<file path="src/rtl/mem_port_arbiter.sv">
// Shares one data-memory port between IF (fetch) and MEM (load/store): grant in IDLE, 1 cycle to issue, response passed through.
// One transaction outstanding; bus_req_valid holds until bus_req_ready; MEM has priority with a bounded streak so IF cannot starve.
module mem_port_arbiter #(
   parameter int ADDR_W         = 64,
   parameter int DATA_W         = 64,
   parameter int MAX_MEM_STREAK = 4,
   parameter int TIMEOUT        = 255
) (
   input  logic              clk,
   input  logic              rst_n,
   input  logic              if_req_valid,
   output logic              if_req_ready,
   input  logic [ADDR_W-1:0] if_req_addr,
   input  logic              if_flush,
   output logic              if_rsp_valid,
   output logic [DATA_W-1:0] if_rsp_data,
   input  logic              mem_req_valid,
   output logic              mem_req_ready,
   input  logic [ADDR_W-1:0] mem_req_addr,
   input  logic              mem_req_wen,
   input  logic [DATA_W-1:0] mem_req_wdata,
   input  logic [7:0]        mem_req_wmask,
   output logic              mem_rsp_valid,
   output logic [DATA_W-1:0] mem_rsp_data,
   output logic              bus_req_valid,
   input  logic              bus_req_ready,
   output logic [ADDR_W-1:0] bus_req_addr,
   output logic              bus_req_wen,
   output logic [DATA_W-1:0] bus_req_wdata,
   output logic [7:0]        bus_req_wmask,
   input  logic              bus_rsp_valid,
   input  logic [DATA_W-1:0] bus_rsp_data,
   output logic              bus_timeout,
   output logic              busy
);

   localparam logic [1:0] S_IDLE  = 2'd0;
   localparam logic [1:0] S_ISSUE = 2'd1;
   localparam logic [1:0] S_WAIT  = 2'd2;

   localparam int STRK_W = $clog2(MAX_MEM_STREAK + 1);
   localparam int TMO_W  = $clog2(TIMEOUT + 1);
   localparam logic [STRK_W-1:0] STRK_MAX = STRK_W'(MAX_MEM_STREAK);
   localparam logic [TMO_W-1:0]  TMO_LAST = TMO_W'(TIMEOUT - 1);

   logic [1:0]        state_q, state_d;
   logic              owner_mem_q, owner_mem_d;
   logic              drop_q, drop_d;
   logic [STRK_W-1:0] streak_q, streak_d;
   logic [TMO_W-1:0]  tmo_cnt_q, tmo_cnt_d;
   logic [ADDR_W-1:0] addr_q, addr_d;
   logic              wen_q, wen_d;
   logic [DATA_W-1:0] wdata_q, wdata_d;
   logic [7:0]        wmask_q, wmask_d;

   logic if_elig;
   logic grant_mem;
   logic grant_if;
   logic rsp_hit;
   logic tmo_hit;
   logic finish;

   always_comb begin
      if_elig   = if_req_valid & ~if_flush;
      grant_mem = (state_q == S_IDLE) & mem_req_valid & ~(if_elig & (streak_q == STRK_MAX));
      grant_if  = (state_q == S_IDLE) & if_elig & ~grant_mem;
      rsp_hit   = (state_q == S_WAIT) & bus_rsp_valid;
      // The timeout fires in the TIMEOUT-th WAIT cycle, counted from zero on entry.
      tmo_hit   = (state_q == S_WAIT) & ~bus_rsp_valid & (tmo_cnt_q == TMO_LAST);
      finish    = rsp_hit | tmo_hit;
   end

   always_comb begin
      state_d     = state_q;
      owner_mem_d = owner_mem_q;
      drop_d      = drop_q;
      streak_d    = streak_q;
      tmo_cnt_d   = tmo_cnt_q;
      addr_d      = addr_q;
      wen_d       = wen_q;
      wdata_d     = wdata_q;
      wmask_d     = wmask_q;
      case (state_q)
         S_IDLE: begin
            if (grant_mem || grant_if) begin
               state_d     = S_ISSUE;
               owner_mem_d = grant_mem;
               drop_d      = 1'b0;
               tmo_cnt_d   = '0;
               addr_d      = grant_mem ? mem_req_addr : if_req_addr;
               wen_d       = grant_mem & mem_req_wen;
               wdata_d     = grant_mem ? mem_req_wdata : '0;
               wmask_d     = grant_mem ? mem_req_wmask : 8'h00;
            end
            if (grant_if) begin
               streak_d = '0;
            end else if (grant_mem) begin
               if (!if_elig)
                  streak_d = '0;
               else if (streak_q != STRK_MAX)
                  streak_d = streak_q + STRK_W'(1);
            end
         end
         S_ISSUE: begin
            if (!owner_mem_q && if_flush)
               drop_d = 1'b1;
            if (bus_req_ready) begin
               state_d   = S_WAIT;
               tmo_cnt_d = '0;
            end
         end
         S_WAIT: begin
            if (!owner_mem_q && if_flush)
               drop_d = 1'b1;
            if (finish) begin
               state_d   = S_IDLE;
               drop_d    = 1'b0;
               tmo_cnt_d = '0;
            end else begin
               tmo_cnt_d = tmo_cnt_q + TMO_W'(1);
            end
         end
         default: begin
            state_d = S_IDLE;
         end
      endcase
   end

   always_ff @(posedge clk or negedge rst_n) begin
      if (!rst_n) begin
         state_q     <= S_IDLE;
         owner_mem_q <= 1'b0;
         drop_q      <= 1'b0;
         streak_q    <= '0;
         tmo_cnt_q   <= '0;
         addr_q      <= '0;
         wen_q       <= 1'b0;
         wdata_q     <= '0;
         wmask_q     <= 8'h00;
      end else begin
         state_q     <= state_d;
         owner_mem_q <= owner_mem_d;
         drop_q      <= drop_d;
         streak_q    <= streak_d;
         tmo_cnt_q   <= tmo_cnt_d;
         addr_q      <= addr_d;
         wen_q       <= wen_d;
         wdata_q     <= wdata_d;
         wmask_q     <= wmask_d;
      end
   end

   // Readies are combinational from inputs, so they are masked while reset is held.
   assign if_req_ready  = rst_n & grant_if;
   assign mem_req_ready = rst_n & grant_mem;

   // A flush arriving with the response still suppresses the IF pulse.
   assign if_rsp_valid  = finish & ~owner_mem_q & ~(drop_q | if_flush);
   assign mem_rsp_valid = finish & owner_mem_q;
   assign if_rsp_data   = (rsp_hit & if_rsp_valid) ? bus_rsp_data : '0;
   assign mem_rsp_data  = (rsp_hit & mem_rsp_valid) ? bus_rsp_data : '0;

   assign bus_req_valid = (state_q == S_ISSUE);
   assign bus_req_addr  = addr_q;
   assign bus_req_wen   = wen_q;
   assign bus_req_wdata = wdata_q;
   assign bus_req_wmask = wmask_q;
   assign bus_timeout   = tmo_hit;
   assign busy          = (state_q != S_IDLE);

endmodule

</file>
<file path="config.mk">
export PLATFORM = sky130hd
export DESIGN_NAME = mem_port_arbiter
export DESIGN_NICKNAME = d
export VERILOG_FILES = /design/src/rtl/mem_port_arbiter.sv
export SDC_FILE = /design/constraint.sdc
export NUM_CORES = 1
export LEC_CHECK = 0
export BUFFER_PORTS_ARGS = -buffer_cell sky130_fd_sc_hd__buf_2
export CAP_MARGIN = 5
export CORE_AREA = 2 2 210 212
export DETAILED_ROUTE_END_ITERATION = 10
export DIE_AREA = 0 0 212 214
export PLACE_DENSITY = 0.38
export SETUP_SLACK_MARGIN = 0.1
export SYNTH_ARGS = -nofsm -noshare
export SYNTH_HDL_FRONTEND = slang
export SYNTH_SLANG_ARGS = --single-unit
</file>
<file path="constraint.sdc">
create_clock -name clk -period 5.02 [get_ports clk]
set_input_delay 0.502 -clock clk [delete_from_list [all_inputs] [get_ports clk]]
set_output_delay 0.502 -clock clk [all_outputs]
set_load 0.1 [all_outputs]
</file>
# Word level (Yosys, flattened, before mapping)

Cells that the tools add are included.

Bitwise gates (word level): 25
Div/mod/pow operators: 0
Multiplexer cells: 21
Equal/unequal tests: 9
Add/sub/neg operators: 2
Shift-type cells: 0
Multiply operators: 0
Reduce and logical (&&, ||, !) cells: 12
Magnitude comparators: 0

Operators with widths:

| kind                | number |
|---|---|
| $mux 64             | 4 |
| $mux 8              | 4 |
| $pmux 8 s3          | 1 |
| $and 1x1->1         | 17 |
| $mux 3              | 4 |
| $reduce_and 3->1    | 3 |
| $add 8x1->8 const B | 1 |
| $eq 8x8->1 const B  | 1 |
| $mux 2              | 3 |
| $not 1->1           | 6 |
| $pmux 2 s3          | 1 |
| $ne 2x1->1 const B  | 2 |
| $reduce_and 2->1    | 2 |
| $reduce_bool 2->1   | 2 |
| $add 3x1->3 const B | 1 |
| $eq 3x3->1 const B  | 1 |
| $mux 1              | 3 |
| $ne 3x1->1 const B  | 1 |
| $ne 3x3->1 const B  | 1 |
| $pmux 1 s3          | 1 |
| $reduce_bool 3->1   | 1 |
| $eq 2x1->1 const B  | 1 |
| $eq 2x2->1 const B  | 1 |
| $logic_not 2->1     | 1 |
| 5 further kinds     | 6 |

Latch bits: 0
Logic and storage cells: 78
Bits in read-only memories: 0
Output and inout port bits: 272
Bits of input ports: 272
Memory bits (writable): 0
Memories kept: 0
Register bits after elaboration: 152

# Longest topological paths before layout

Word-level depth: 10
Mapped depth: 8
Depth with buffers taken out: 6

# Worst setup path after synthesis

OpenSTA, ideal clock, no wires.

Path kind: flip-flop to output port
From: register tmo_cnt_q[0]
To: output port if_rsp_valid
Path slack: 0.771 ns
Data arrival time: 3.747 ns
Data required time: 4.518 ns
Cell stages (with the launch flop): 7
Path buffers: 0
Cell sequence: dfrtp_1 > inv_1 > ha_1 > nand4_1 > nor2_1 > o21ai_0 > nor4_1

Longest elaborated chain between the ends: 5

RTL lines:

| element                  | RTL line | RTL |
|---|---|---|
| from (decl)              | 50       | `logic [TMO_W-1:0] tmo_cnt_q, tmo_cnt_d;` |
| from (signal assigned)   | 145      | `tmo_cnt_q <= tmo_cnt_d;` |
| $eq 8x8->1               | 69       | `tmo_hit = (state_q == S_WAIT) & ~bus_rsp_valid & (tmo_cnt_q == TMO_LAST);` |
| $and 1x1->1              | 69       |  |
| $or 1x1->1               | 70       | `finish = rsp_hit \| tmo_hit;` |
| $and 1x1->1 (2 in a row) | 158      | `assign if_rsp_valid = finish & ~owner_mem_q & ~(drop_q \| if_flush);` |
| to (decl)                | 15       | `output logic if_rsp_valid,` |

Every way passes these cells.

# Worst setup path in the final report

From: register state_q[0]
To: output port mem_rsp_data[17]

Longest elaborated chain between the ends: 7
Elaborated cells on any way between the ends: 8
Those cells by class: eq/ne: 1; mux: 1; bitwise: 6

RTL lines:

| element                  | RTL line | RTL |
|---|---|---|
| from (decl)              | 46       | `logic [1:0] state_q, state_d;` |
| from (signal assigned)   | 141      | `state_q <= state_d;` |
| $eq 2x2->1 (*)           | 67, 69   |  |
| $and 1x1->1 (2 in a row) | 69       |  |
| $or 1x1->1               | 70       |  |
| $and 1x1->1              | 159      | `assign mem_rsp_valid = finish & owner_mem_q;` |
| $and 1x1->1 (*)          | 161      | `assign mem_rsp_data = (rsp_hit & mem_rsp_valid) ? bus_rsp_data : '0;` |
| $mux 64 (*)              | 161      |  |
| to (decl)                | 24       | `output logic [DATA_W-1:0] mem_rsp_data,` |

Mark *: on every way between the ends. The rest lies on a longest branch, timed or not.

==> metrics <==
type of the worst setup path=flip-flop to primary output; Layout fillers=4714; path type of the worst min-delay path=input pin to flip-flop; Max Freq=0.3073 GHz; Crit path arrival time=2.75 ns; clock root buffer=clkbuf_16; Detailed Route WL=31.97 mm; Netlist cell types=37; DR iter-0 viols=336; GRT Total Usage=13.80%; htree depth=4; Slew HR=26.77%; Crit Path Max Fanout=64; post_cts resized=0; die extent in x=around 210 µm; final setup fails=0; first-pass GRT wire length=46.00 mm; fin crit share=64.81%; DIE AREA=45370 µm²; Clock Path Buffers=2; syn_area_per_cell=approximately 11 µm²; Netlist Area Pre-Place=7283 µm²; Final Hold Viols=0; GR Overflow Total=0; PortBufs=543; Critical Path RT=between 4 and 5 ns; CTS tree=built; Routed Antenna Nets=0; fraction of layout cells with a size suffix above 1=between 40% and 50%; Gate Count Post-Synth=approximately 690; Yosys top cell by area=dfrtp_1; status=completed; critical path endpoint category=primary output; Die Y-Extent=214 µm; initial core utilization=16.98%; vias in the first global route=approximately 7.0k; max-cap violations=0; Synth area leaders=dfrtp_1, and2_1, mux2i_1; # IOs=544; worst clock skew=about 0.0099 ns; routed via count=just over 7k; Final min period=between 3 and 4 ns; YS warnings=0; sequential area share after synthesis=52.22%; FF+latch count, synth=between 150 and 200; RSZ-0062 raised after global routing=false; final setup TNS=0 ns; pin count of the biggest net entering global routing=206; P&R area growth vs syn=53.60%; CTS Buf Count=17; clk sinks=152; Clock Latency Late Sink=0.43 ns; final max-slew violation count=0; iteration count of the initial detailed-routing pass=5; Nets=1486; Worst Setup Start Kind=flip-flop; clock slew at the register clock pins of the worst setup and hold paths=0.07 ns; post-synth net total=967; Core ar.=42890 µm²; row count=76; drt drc=0; initial antenna violation count=5; Yosys top cell area share=52.22%; Worst Tran Pin Value=1.098 ns; vias per cell=3.931; GP Congestion=0.8537; routed wire length per instance=17.70 µm; Post-DP HPWL=24.88 mm
worst paths after layout:
kind	from	to	slack [ns]	cells past startpoint
min in group asynchronous	rst_n	bus_req_wdata[0]	0.51	2
hold reg to reg	bus_req_addr[13]	bus_req_addr[13]	0.47	2
max in group asynchronous	rst_n	bus_req_wdata[31]	3.03	4
setup reg to reg	state_q[0]	bus_req_addr[18]	2.38	7
hold / removal	mem_req_wdata[59]	bus_req_wdata[59]	0.29	2
setup / recovery	state_q[0]	mem_rsp_data[17]	1.77	6
registers in the layout, summed over array words and instances, names as in the netlist:
| register | count |
|---|---|
| bus_req_addr | 64 |
| bus_req_wdata | 64 |
| bus_req_wmask | 8 |
| tmo_cnt_q | 8 |
| streak_q | 3 |
| state_q | 2 |
| bus_req_wen | 1 |
| drop_q | 1 |
| owner_mem_q | 1 |
cells in the mapped netlist:
master	instances
a21boi_0	1
a21o_1	2
a21oi_1	4
a221o_1	1
a221oi_2	1
a22o_1	73
a31oi_1	7
a31oi_2	1
a41oi_1	1
and2_1	129
and3_1	4
and4_1	1
buf_1	3
buf_2	21
buf_4	3
clkbuf_1	24
dfrtp_1	152
ha_1	9
inv_1	9
mux2_2	2
mux2i_1	66
nand2_1	74
nand2b_1	6
nand3_1	2
nand4_1	3
nor2_1	5
nor2b_1	2
nor3_1	1
nor3b_1	1
nor4_1	1
nor4_2	1
o21ai_0	32
o21ai_1	38
o21ai_2	1
o21ba_2	1
o21bai_1	2
o2bb2ai_1	2
through the flow:
step / area (µm²) / worst slack, ns / std cells / util (%) / hold WS [ns]
after floorplan: 7283 / 0.7710 / 686 / - / 0.2064
after CTS: 11180 / 1.696 / 1803 / 26.07 / 0.2499
after global routing: 11190 / 1.533 / 1806 / 26.09 / 0.2599
after detailed placement: 10620 / 2.191 / 1770 / 24.76 / 0.4063
after global placement: 10620 / 2.269 / 1770 / 24.76 / 0.4021
final: 11190 / 1.766 / 1806 / 26.09 / 0.2866
logic make-up (layout without fill, tap and decap cells):
| logic type | after synthesis | count (layout) | synth area share (%) |
|---|---|---|---|
| AOI/OAI and AO/OA | 167 | 167 | 16.11 |
| adders and majority gates | 9 | 9 | 1.546 |
| and+or+nand+nor | 230 | 230 | 17.13 |
| muxes | 68 | 68 | 9.380 |
| buffers and inverters | 60 | 592 | 3.608 |
| DFF | 152 | 152 | 52.22 |
| other | 0 | 3 | 0 |
cells in the final DEF, fill, tap and decap left out, types with 4 or more instances in the layout:
master and count:
a21oi_1 4, a22o_1 73, a31oi_1 7, and2_1 129, and3_1 4, buf_2 542
buf_4 5, clkbuf_1 4, clkbuf_16 17, dfrtp_1 152, ha_1 9, inv_1 9
mux2i_1 66, nand2_1 74, nand2b_1 6, nor2_1 4, o21ai_0 32, o21ai_1 38
per-layer routing:
| metal | track usage [%] | vias to the layer above | part of all wire, % |
|---|---|---|---|
| met2 | 24.84 | 356 | 51 |
| met3 | 4.296 | 39 | 8.0 |
| li1 | - | 3425 | - |
| met4 | 7.723 | 0 | 4.6 |
| met5 | 0 | - | 0 |
| met1 | 14.03 | 3279 | 36 |
critical path, stage by stage (launching register included):
cell and delay, ns:
dfrtp_1 0.41, inv_1 0.12, ha_1 0.19, nand2_1 0.14, nor2_4 0.77, and2_1 0.25
buf_2 0.43
layout make-up:
type	count	area, µm²	area share, %
sequential	152	3804	34.00
inverter	9	33.78	0.3020
multi-input combinational	474	3249	29.05
clock buffer	22	454.2	4.060
clock inverter	10	95.09	0.8500
tap	585	732.0	6.543
antenna	3	7.507	0.06711
timing repair buffer	551	2811	25.13
repair_timing:
action | CTS | global route
endpoints found under the hold margin | 23 | 0
setup buffers | 0 | 0
hold buffers | 1 | 0
Power is not shown: default switching activity piles up to over one toggle a cycle in this logic, so the estimate is an artifact.
